**src/rtl/dither_ctrl.sv**
```systemverilog
// Dither sequencer: owns the six LFSR seeds, loads them into the generator and
// ramps the dither gain one step per sample so dither never switches abruptly.
module dither_ctrl #(
  parameter int DW        = 24,
  parameter int GAIN_BITS = 8,
  parameter int SEED_W    = 25
) (
  input  logic                   clock,
  input  logic                   reset,
  input  logic                   sample_stb,
  input  logic                   dith_en,
  input  logic                   reseed_req,
  input  logic                   seed_wr,
  input  logic [2:0]             seed_idx,
  input  logic [SEED_W-1:0]      seed_wdata,
  input  logic signed [DW-1:0]   dith_i,
  output logic                   lfsr_adv,
  output logic                   lfsr_load,
  output logic [2:0]             lfsr_load_idx,
  output logic [SEED_W-1:0]      lfsr_load_data,
  output logic signed [DW-1:0]   dith_o,
  output logic [GAIN_BITS:0]     gain_o,
  output logic [2:0]             state_o,
  output logic                   busy
);

  localparam int NSEEDS = 6;
  localparam int PW     = DW + GAIN_BITS + 1;
  localparam logic [2:0]         LAST_IDX = 3'd5;
  localparam logic [GAIN_BITS:0] FULL     = {1'b1, {GAIN_BITS{1'b0}}};
  localparam logic [GAIN_BITS:0] GAIN_ONE = {{GAIN_BITS{1'b0}}, 1'b1};
  localparam logic [SEED_W-1:0]  SEED_RST [NSEEDS] = '{
    25'h0ABCDE, 25'h08FA82, 25'h13CBAF, 25'h3B113F, 25'h512345, 25'h12882B
  };

  typedef enum logic [2:0] {
    S_OFF       = 3'd0,
    S_LOAD      = 3'd1,
    S_RAMP_UP   = 3'd2,
    S_ON        = 3'd3,
    S_RAMP_DOWN = 3'd4
  } state_e;

  state_e                    state_q;
  logic [GAIN_BITS:0]        gain_q;
  logic signed [DW-1:0]      dith_q;
  logic                      pending_q;
  logic                      load_q;
  logic [2:0]                load_idx_q;
  logic [SEED_W-1:0]         load_data_q;
  logic [SEED_W-1:0]         seed_q [NSEEDS];

  logic [GAIN_BITS:0]        gain_up_d;
  logic [GAIN_BITS:0]        gain_dn_d;
  logic [2:0]                load_idx_d;
  logic                      start_load_d;
  logic signed [PW-1:0]      dith_ext_d;
  logic signed [PW-1:0]      gain_ext_d;
  logic signed [PW-1:0]      prod_d;
  logic signed [DW-1:0]      scaled_d;
  logic                      unused_prod;

  // Saturating gain steps; FULL and 0 are sticky limits.
  assign gain_up_d  = (gain_q == FULL) ? FULL : gain_q + GAIN_ONE;
  assign gain_dn_d  = (gain_q == '0)   ? '0   : gain_q - GAIN_ONE;
  assign load_idx_d = load_idx_q + 3'd1;

  assign start_load_d = ((state_q == S_OFF) && (dith_en || reseed_req || pending_q)) ||
                        ((state_q == S_ON)  && (reseed_req || pending_q));

  // Arithmetic shift of the full product floors toward -inf; the slice is that shift.
  assign dith_ext_d  = {{(PW-DW){dith_i[DW-1]}}, dith_i};
  assign gain_ext_d  = {{(PW-GAIN_BITS-1){1'b0}}, gain_q};
  assign prod_d      = dith_ext_d * gain_ext_d;
  assign scaled_d    = prod_d[GAIN_BITS +: DW];
  assign unused_prod = ^{prod_d[PW-1], prod_d[GAIN_BITS-1:0]};

  always_ff @(posedge clock) begin
    if (reset) begin
      // NOTE: the seed file is reset as well, so the generator restarts from a known sequence.
      for (int i = 0; i < NSEEDS; i++) seed_q[i] <= SEED_RST[i];
      state_q     <= S_OFF;
      gain_q      <= '0;
      dith_q      <= '0;
      pending_q   <= 1'b0;
      load_q      <= 1'b0;
      load_idx_q  <= '0;
      load_data_q <= '0;
    end else begin
      // Load reads the old seed here, so a same-cycle write lands after the load.
      if (seed_wr && (seed_idx <= LAST_IDX)) seed_q[seed_idx] <= seed_wdata;

      if (sample_stb && (state_q != S_LOAD))
        dith_q <= (state_q == S_OFF) ? '0 : scaled_d;

      // NOTE: defaults first; later non-blocking assignments in this block override them.
      load_q      <= 1'b0;
      load_idx_q  <= '0;
      load_data_q <= '0;

      case (state_q)
        S_LOAD: begin
          if (load_idx_q == LAST_IDX) begin
            if (dith_en) state_q <= (gain_q == FULL) ? S_ON : S_RAMP_UP;
            else         state_q <= (gain_q == '0)   ? S_OFF : S_RAMP_DOWN;
          end else begin
            load_q      <= 1'b1;
            load_idx_q  <= load_idx_d;
            load_data_q <= seed_q[load_idx_d];
          end
        end
        S_RAMP_UP: begin
          if (reseed_req) pending_q <= 1'b1;
          if (!dith_en) begin
            state_q <= S_RAMP_DOWN;
          end else if (sample_stb) begin
            gain_q <= gain_up_d;
            if (gain_up_d == FULL) state_q <= S_ON;
          end
        end
        S_ON: begin
          if (!dith_en) state_q <= S_RAMP_DOWN;
        end
        S_RAMP_DOWN: begin
          if (reseed_req) pending_q <= 1'b1;
          if (dith_en) begin
            state_q <= S_RAMP_UP;
          end else if (sample_stb) begin
            gain_q <= gain_dn_d;
            if (gain_dn_d == '0) state_q <= S_OFF;
          end
        end
        default: ;
      endcase

      // Reseed outranks any dith_en change in OFF/ON; the exit rule resolves it later.
      if (start_load_d) begin
        state_q     <= S_LOAD;
        pending_q   <= 1'b0;
        load_q      <= 1'b1;
        load_idx_q  <= '0;
        load_data_q <= seed_q[0];
      end
    end
  end

  assign lfsr_adv       = sample_stb && ((state_q == S_RAMP_UP) || (state_q == S_ON) ||
                                         (state_q == S_RAMP_DOWN));
  assign lfsr_load      = load_q;
  assign lfsr_load_idx  = load_idx_q;
  assign lfsr_load_data = load_data_q;
  assign dith_o         = dith_q;
  assign gain_o         = gain_q;
  assign state_o        = state_q;
  assign busy           = (state_q == S_LOAD);

endmodule

```
**config.mk**
```make
export PLATFORM = sky130hd
export DESIGN_NAME = dither_ctrl
export DESIGN_NICKNAME = d
export VERILOG_FILES = /design/src/rtl/dither_ctrl.sv
export SDC_FILE = /design/constraint.sdc
export NUM_CORES = 1
export LEC_CHECK = 0
export CAP_MARGIN = 20
export CORE_MARGIN = 1.5
export CORE_UTILIZATION = 55
export CTS_BUF_LIST = sky130_fd_sc_hd__clkbuf_8
export DETAILED_ROUTE_END_ITERATION = 10
export HOLD_SLACK_MARGIN = 0.06
export PLACE_DENSITY_LB_ADDON = 0.25
export SETUP_SLACK_MARGIN = 0.5
export SLEW_MARGIN = 0
export SYNTH_ARGS = -nofsm -noshare
export SYNTH_HDL_FRONTEND = slang
export SYNTH_SLANG_ARGS = --single-unit
```
**constraint.sdc**
```tcl
create_clock -name clock -period 6.7 [get_ports clock]
set_clock_uncertainty 0.1 [all_clocks]
set_input_delay 1.675 -clock clock [delete_from_list [all_inputs] [get_ports clock]]
set_output_delay 1.675 -clock clock [all_outputs]
set_load 0.1 [all_outputs]
```
==> results of run 1 <==
-- worst paths after layout --
check / startpoint / slack (ps) / cells past startpoint / endpoint
hold / removal: seed_q[0][8] / 370 / 2 / lfsr_load_data[8]
hold reg to reg: seed_q[0][8] / 370 / 2 / lfsr_load_data[8]
setup reg to reg: gain_o[4] / 470 / 19 / dith_o[21]
setup / recovery: dith_i[8] / 350 / 20 / dith_o[21]
-- state kept, by name, summed over array words and instances, names as in the netlist --
name	flops
pending_q	1
lfsr_load_idx	3
gain_o	9
lfsr_load	1
state_o	3
lfsr_load_data	25
dith_o	24
seed_q	200
-- layout make-up --
type / instances / area (sq um) / area share (%)
antenna: 1 / 2.502 / 0.01135
clock buffer: 53 / 729.5 / 3.309
clock inverter: 23 / 126.4 / 0.5732
inverter: 220 / 825.8 / 3.746
multi-input combinational: 1088 / 10280 / 46.64
sequential: 266 / 7333 / 33.27
tap: 442 / 553.0 / 2.509
timing repair buffer: 251 / 2192 / 9.944
-- worst reg2reg max path, stage by stage, from the launching register on --
cell      delay (ps)
dfxtp_1         1030
and2_4           320
fa_1             440
fa_1             530
fa_1             440
fa_1             500
inv_2             40
fa_1             510
inv_2             50
ha_4             210
a21o_1           180
a211oi_2         210
o31ai_2           80
a221o_1          400
a211oi_4         250
buf_6            180
o211ai_1         110
a21oi_1          190
xnor2_1          120
a22o_1           210
-- routing by layer --
metal | routed length, um | GRT usage, %
met1 | 18390 | 37.03
met2 | 21450 | 45.51
met3 | 3151 | 3.972
met4 | 1015 | 8.131
met5 | 0 | 0
-- cell usage after synthesis, types with 2 or more instances --
master    number  share of area [%]
nand2_1      229                4.8
inv_1        220                4.6
edfxtp_1     200                 33
fa_1         170                 19
and2_1       128                4.4
nor2_1        99                2.1
ha_1          70                4.8
clkbuf_1      69                1.4
dfxtp_1       66                7.3
mux4_2        50                6.2
o21ai_0       48                1.3
mux2i_1       28                1.5
xnor2_1       26                1.3
a21oi_1       18               0.50
a22o_1        18               0.87
xor2_1        18               0.87
nand2b_1      17               0.59
buf_1         15               0.31
nand3_1       13               0.36
a22oi_1       10               0.42
a21o_1         9               0.37
and3_1         7               0.24
a31oi_1        6               0.21
nor3_1         6               0.17
o21a_1         6               0.25
o31ai_1        5               0.21
or2_2          5               0.17
a211oi_1       4               0.17
nor2b_1        4               0.14
nand4_1        3               0.10
nor4_1         3               0.10
o211ai_1       3               0.12
a211oi_2       2               0.14
a41o_1         2               0.11
nor3b_1        2              0.083
o22ai_1        2              0.069
-- through the flow --
stage / TNS [ps] / power [mW]
final: 0 / 3.764
after CTS: 0 / 3.778
after global routing: 0 / 3.883
after floorplan: 0 / 2.234
after detailed placement: -10850 / 2.411
after global placement: -9390 / 2.399
-- what timing repair did --
item / 4_1_cts / 5_1_grt
setup buffers: 10 / 2
pin swaps: 45 / 54
gates resized for setup: 120 / 57
endpoints found under the setup margin: 21 / 15
-- power groups by stage --
| stage | clock, mW | sequential [mW] | combinational (mW) |
|---|---|---|---|
| 2_1_floorplan | 0 | 2.06 | 0.179 |
| 3_3_place_gp | 0 | 1.94 | 0.458 |
| 3_5_place_dp | 0 | 1.95 | 0.464 |
| 4_1_cts | 1.40 | 1.91 | 0.465 |
| 5_1_grt | 1.47 | 1.92 | 0.492 |
| 6_report | 1.38 | 1.91 | 0.467 |
-- kinds of logic after synthesis --
kind of cell    Yosys count
compound gates          154
xor+xnor                 44
fa+ha+maj               240
buf+inv                 304
flops                   266
mux                      79
other cells               1
simple gates            521
==> qor.txt, run 1 <==
Status: complete, no violations
Most frequent cells in the layout: inv_1, nand2_1, edfxtp_1
Final hold viol count: 0
WHS: 372.4 ps
DP Cell Count: 2255
LEAKAGE: 9.635 nW
Yosys warns: 0
Multiplexer area fraction after synthesis: 7.839%
Cell chain of the critical path: buf_12, and2_4, fa_1, fa_1, fa_1, fa_1, inv_2, fa_1, inv_2, ha_4, a21o_1, a211oi_2, o31ai_2, a221o_1, a211oi_4, buf_6, o211ai_1, a21oi_1, xnor2_1, a22o_1
Pin count of the biggest net entering global routing: 52
Compound-gate portion of the synthesized area: 6.013%
Net Sw Power: 972.5 uW
Register share of total power: 50.8%
Htree depth: 2
Port bufs: 124
Unrepaired setup endpoints after global routing: yes
Post-Place Setup Slack: -764.4 ps
Design Area, Final: 0.02204 sq mm
Row count: 66
Via count: 12860
Post-Synth Simple-Gate Area: 13.51%
Commonest non-fill, non-tap cell in the layout: inv_1
Crit-path most repeated cell: fa_1
Pwr/cell area: 170.7 mW/mm^2
Cells after Synth: 1609
GRT Residual Overflow: 0
Starting utilization of the core area: 55.72%
Area growth syn-to-layout: 21.91%
Switching part of the total: 25.84%
XOR/XNOR share of the synthesized area: 2.131%
HPWL Detailed: 30410 um
Vias in the first global route: 13630
Root Driver: clkbuf_8
Yosys cell types: 64
Layout cells sized above 1: 18.31%
Vias per cell: 5.485
Die width: 184.3 um
CP Class: primary input to register
Final non-filler cell total: 2344
GR Util All Layers: 27.21%
Worst setup margin: 348.1 ps
Die height: 184.3 um
Core area: 0.03245 sq mm
Num ports: 125
Int Power: 2.792 mW
Critical Path End Type: register
Final Wtd Congestion: 0.8676
Fmax achieved: 157.4 MHz
Clock Power Share: 36.8%
Comb power frac: 12.4%
Final net count: 2167
CP Buf/Inv Count: 4
Avg Cell Area, Syn: 11.24 sq um
DRT Pass-1 Iters: 7
HP Class: register to register
Critical path required time: 7020 ps
Cell area after synthesis: 0.01808 sq mm
First-pass GRT wire length: 70770 um
DRC viols: 0
Clock transition at the registers of the reported paths: 60 ps
Synth Area in Adders: 23.66%
Count of filler cells inserted in the layout: 2408
# setup viols final: 0
#FFs+latches synth: 266
Final Max Slew Viols: 0
Die area: 0.03398 sq mm
Final WL: 44010 um
Critical path's top delay family: adder cells
Asr flop ratio synth: 0%
CTS max path bufs: 3
Post-DP Area: 0.02072 sq mm
Antenna viol nets, final: 0
# clock sinks: 266
Slowest CP cell: fa_1
CP peak stage delay: 560 ps
# hold bufs at CTS: 0
WL/cell: 18.77 um
Critical path startpoint category: primary input
Worst Path Arrival: 6670 ps
Register area share after synthesis: 40.52%
Worst-path fanout max: 5
Worst VDD drop: 126.5 uV
Top FF cell, synth: edfxtp_1
Fin crit share: 94.80%
Largest family of logic cells by synthesized area: adder cells
Initial antenna violation count: 1
DR iter-0 viols: 1144
MaxCap Viol Count: 0
Slew HR: 21.88%
Skew-Pair Late Insertion Delay: 560 ps
Post-synth EDFFs: 200
Worst slew pin tran: 1172 ps
Fin util: 67.93%
Min cycle time layout: 6352 ps
TritonCTS clock tree: yes
Total CTS buffers: 42
No activity file was read; power rests on OpenSTA's default activity.
==> run 2: changes to the inputs <==
CAP_MARGIN = 15   (was 20)
CORE_UTILIZATION = 56   (was 55)
==> run 2 against run 1 <==
- clock power about the same
- via count fell by 0.12%
- first-iteration DRC count decreased by 21%
- sequential share of layout area up 0.087 points
- register-to-register slack better by 360 ps
- critical path type unchanged
- highest routed layer unchanged
==> qor.txt, run 2 (synthesis results as in run 1) <==
First-pass GRT wire length: 69570 um
Layout cells sized above 1: 18.62%
Most flop-heavy register: seed_q
Worst-path fanout max: 6
DR iter-0 viols: 908
Slew HR: 26.38%
Skew-Pair Late Insertion Delay: 550 ps
Critical path startpoint category: primary input
MaxCap Viol Count: 0
Comb power frac: 12.6%
Final Max Slew Viols: 0
Core area: 0.03164 sq mm
Critical path required time: 7020 ps
Register share of total power: 51.0%
Antenna viol nets, final: 0
Starting utilization of the core area: 57.16%
Die area: 0.03338 sq mm
Commonest non-fill, non-tap cell in the layout: inv_1
CP Class: primary input to register
HP Class: register to register
Worst Setup SP: dith_i[11]
Num ports: 125
RR Endpoint: dith_o[22]
Final net count: 2177
Antenna cells: 0
Worst R2R Path Depth: 20
Fin crit share: 93.49%
Area growth syn-to-layout: 21.59%
Pin count of the biggest net entering global routing: 52
Worst slew pin tran: 1101 ps
LEAKAGE: 9.680 nW
Worst Path Arrival: 6580 ps
Net Sw Power: 971.1 uW
Pwr/cell area: 170.3 mW/mm^2
DRT Pass-1 Iters: 5
GR Util All Layers: 26.93%
Clock transition at the registers of the reported paths: 60 ps
Post-Place Setup Slack: -770.3 ps
Htree depth: 2
Worst VDD drop: 132.8 uV
DRC viols: 0
Final hold viol count: 0
Largest register FFs: 200
Fmax achieved: 159.7 MHz
Critical Path End Type: register
Port bufs: 124
Initial antenna violation count: 0
Most frequent cells in the layout: inv_1, nand2_1, edfxtp_1
TritonCTS clock tree: yes
Via count: 12840
Total CTS buffers: 41
Clock Power Share: 36.4%
Vias in the first global route: 13400
WL/cell: 18.77 um
WHS: 370.9 ps
Final Wtd Congestion: 0.8780
Worst r2r src: gain_o[2]
Status: complete, no violations
Critical Path Sink: dith_o[22]
HPWL Detailed: 30330 um
# clock sinks: 266
Hold depth: 2
Row count: 65
Die width: 182.7 um
Vias per cell: 5.550
GRT Residual Overflow: 0
CTS max path bufs: 3
Min cycle time layout: 6264 ps
Unrepaired setup endpoints after global routing: yes
Switching part of the total: 25.93%
R2r setup slk: 830 ps
Root Driver: clkbuf_8
Worst setup margin: 436.4 ps
Int Power: 2.774 mW
# setup viols final: 0
Die height: 182.7 um
Final WL: 43430 um
[run 2: changes by cell type in the layout (fill, tap and decap cells not counted), moves of 3 or more]
cell	before	now
and2_4	8	4
and2_1	120	124
inv_2	7	10
nand2_1	223	215
nand2_2	6	12
buf_4	122	135
clkbuf_8	53	48
[run 2: critical path: stages]
cell	delay [ps]
buf_8	100
nand2_4	50
fa_1	570
inv_2	40
fa_1	530
fa_1	440
fa_1	490
inv_1	50
fa_1	490
inv_2	50
ha_4	210
a21o_1	210
a211oi_2	200
o31ai_2	110
a221o_1	420
a211oi_4	170
buf_6	170
o21ai_4	80
a311oi_2	240
xnor2_1	100
a22o_1	190
[run 2: repair_timing]
action	CTS	global route
endpoints found under the setup margin	22	15
endpoints found under the hold margin	0	0
gates resized for setup	124	51
setup buffers	11	4
hold buffers	0	0
pin swaps	45	21
[run 2: power groups by stage]
stage | Sequential (mW) | Clock [mW] | Combinational (mW)
finish | 1.91 | 1.36 | 0.473
global route | 1.92 | 1.44 | 0.497
CTS | 1.91 | 1.38 | 0.469
detailed placement | 1.94 | 0 | 0.469
global placement | 1.94 | 0 | 0.462
floorplan | 2.06 | 0 | 0.179
[run 2: per-layer routing]
metal / wire length, um / track usage, %
met5: 0 / 0
met1: 18060 / 36.85
met3: 3155 / 4.171
met2: 21220 / 45.08
met4: 987 / 7.405
[run 2: through the flow]
step / TNS [ps] / power (mW) / area [sq um] / util [%] / std cells
3_3_place_gp: -9062 / 2.398 / 20710 / 65.47 / 2222
5_1_grt: 0 / 3.858 / 21990 / 69.50 / 2314
4_1_cts: 0 / 3.754 / 21800 / 68.89 / 2309
3_5_place_dp: -10020 / 2.412 / 20710 / 65.47 / 2222
2_1_floorplan: 0 / 2.234 / 18340 / - / 1658
6_report: 0 / 3.746 / 21990 / 69.50 / 2314
[run 2: area by class of cell]
class	instances	area [sq um]
multi-input combinational	1088	10220
fill	2294	9649
sequential	266	7333
timing repair buffer	262	2273
inverter	220	825.8
clock buffer	48	660.6
tap	402	503.0
clock inverter	28	173.9
[run 2: worst min path at each step]
| stage | start | slack, ps | to |
|---|---|---|---|
| 2_1_floorplan | seed_q[0][0] | 340 | lfsr_load_data[0] |
| 3_3_place_gp | seed_q[0][24] | 360 | lfsr_load_data[24] |
| 3_5_place_dp | seed_q[0][24] | 370 | lfsr_load_data[24] |
| 4_1_cts | seed_q[0][22] | 370 | lfsr_load_data[22] |
| 5_1_grt | seed_q[0][24] | 410 | lfsr_load_data[24] |
| 6_report | seed_q[0][22] | 370 | lfsr_load_data[22] |
==> run 3: changes to the inputs <==
CORE_ASPECT_RATIO = 0.5   (was not set)
==> run 3 against run 2 <==
- worst setup slack got worse by 36 ps
- utilization decreased by 0.51 points
- register-to-register slack got worse by 290 ps
- final area decreased by 0.50%
- global-route usage about the same
- combinational power about the same
- hold slack improved by 11 ps
- flip-flop and latch count unchanged
- routed wire length increased by 0.54%
- total power decreased by 4.0%
- highest routed layer unchanged
==> qor.txt, run 3 (synthesis results as in run 1) <==
Largest register FFs: 200
WL/cell: 18.67 um
Vias in the first global route: 13990
R2r setup slk: 540 ps
Slew HR: 26.77%
DR iter-0 viols: 631
HP Class: register to register
Die height: 130.1 um
Final net count: 2173
HPWL Detailed: 31400 um
Critical path's top delay family: adder cells
Post-DP Area: 0.02071 sq mm
Clock transition at the registers of the reported paths: 70 ps
Critical path startpoint category: primary input
Die width: 257.1 um
GR Util All Layers: 26.91%
CP Class: primary input to register
CTS max path bufs: 3
Num ports: 125
# hold bufs at CTS: 0
Status: complete, no violations
# setup viols final: 0
Pwr/cell area: 164.4 mW/mm^2
MaxCap Viol Count: 0
Worst-path fanout max: 6
Final Max Slew Viols: 0
Final hold viol count: 0
LEAKAGE: 9.668 nW
Unrepaired setup endpoints after global routing: yes
Row count: 46
CP peak stage delay: 570 ps
Critical Path End Type: register
Fin crit share: 94.03%
Final WL: 43660 um
Worst Path Arrival: 6640 ps
Starting utilization of the core area: 57.02%
Overall power: 3.597 mW
Htree depth: 2
Die area: 0.03344 sq mm
DRC viols: 0
Most flop-heavy register: seed_q
Initial antenna violation count: 0
Design Area, Final: 0.02188 sq mm
Core area: 0.03171 sq mm
Final Wtd Congestion: 0.8878
Worst slew pin tran: 1095 ps
Skew-Pair Late Insertion Delay: 540 ps
# clock sinks: 266
Min cycle time layout: 6300 ps
DRT Pass-1 Iters: 5
Count of filler cells inserted in the layout: 2357
Post-Place Setup Slack: -837.4 ps
Crit-path most repeated cell: fa_2
Antenna cells: 0
Commonest non-fill, non-tap cell in the layout: inv_1
Port bufs: 124
Cell chain of the critical path: buf_4, buf_6, and2_1, fa_1, fa_2, fa_2, fa_1, inv_1, fa_2, inv_2, ha_4, a211oi_2, o31ai_1, a221o_1, a211oi_4, o21ai_2, a311oi_2, xnor2_1, a22o_1
Antenna viol nets, final: 0
CP Buf/Inv Count: 4
Root Driver: clkbuf_8
Pin count of the biggest net entering global routing: 52
Worst VDD drop: 100.3 uV
First-pass GRT wire length: 70100 um
Layout cells sized above 1: 18.09%
Worst setup margin: 400.0 ps
GRT Residual Overflow: 0
Most frequent cells in the layout: inv_1, nand2_1, edfxtp_1
Critical path required time: 7040 ps
WHS: 381.9 ps
Fmax achieved: 158.7 MHz
TritonCTS clock tree: yes
Fin util: 68.99%
Slowest CP cell: fa_2
Vias per cell: 5.432
Total CTS buffers: 40
Area growth syn-to-layout: 20.98%
Via count: 12710
==> run 3: changes by cell type in the layout (fill, tap and decap cells not counted), moves of 5 or more <==
| cell | delta |
|---|---|
| buf_4 | -6 |
| clkbuf_2 | +6 |
| buf_2 | -5 |
| clkbuf_8 | -5 |
| inv_1 | +5 |
==> run 3: report_power, final <==
part | total (mW) | internal, mW | switching [mW]
logic | 0.470 | 0.166 | 0.304
clock network | 1.22 | 0.600 | 0.617
registers | 1.91 | 1.88 | 0.0331
total | 3.60 | 2.64 | 0.955
==> run 3: final cells by class <==
type	instances	area, sq um	share of cell area [%]
Clock buffer	43	591.8	2.705
Timing Repair Buffer	259	2290	10.47
Sequential cell	266	7333	33.52
Multi-Input combinational cell	1088	10160	46.42
Clock inverter	31	140.1	0.6405
Tap cell	432	540.5	2.471
Inverter	220	825.8	3.775
==> run 3: metrics by stage <==
step | setup TNS, ps | instances
after floorplan | 0 | 1658
after CTS | 0 | 2328
after global routing | 0 | 2339
after detailed placement | -11020 | 2247
final | 0 | 2339
after global placement | -7981 | 2247
==> run 3: worst register-to-register path, cell delays in order, from the launching register on <==
cell and delay (ps):
dfxtp_1 690, buf_4 380, nand2_1 130, fa_1 540, inv_1 60, fa_1 500, fa_1 440, fa_1 530
inv_2 40, fa_1 510, inv_2 50, ha_4 280, a21oi_4 70, buf_6 110, o211a_4 250, nor4_4 250
buf_4 170, a211oi_4 90, buf_4 150, buf_6 110, o31ai_4 220, a21oi_2 90, xnor2_1 130, a22o_1 170
==> run 3: worst paths after layout <==
path                 start                 end  cells after the start
min          seed_q[0][15]  lfsr_load_data[15]                      2
min reg2reg  seed_q[0][15]  lfsr_load_data[15]                      2
max reg2reg      gain_o[1]          dith_o[17]                     23
max             dith_i[12]          dith_o[22]                     19
==> run 3: layer usage <==
layer	part of all wire [%]	wire, um	GRT usage, %	vias to the layer above
li1	-	-	-	5799
met3	4.9	2128	3.244	117
met4	4.0	1751	11.45	0
met2	52	22510	50.13	384
met1	40	17270	32.10	6405
met5	0	0	0	-
==> run 3: what timing repair did <==
item | 4_1_cts | 5_1_grt
resized for setup | 101 | 85
setup buffers | 7 | 9
setup endpoints to repair | 21 | 16
cloned | 0 | 1
endpoints found under the hold margin | 0 | 0
pin swaps | 47 | 58
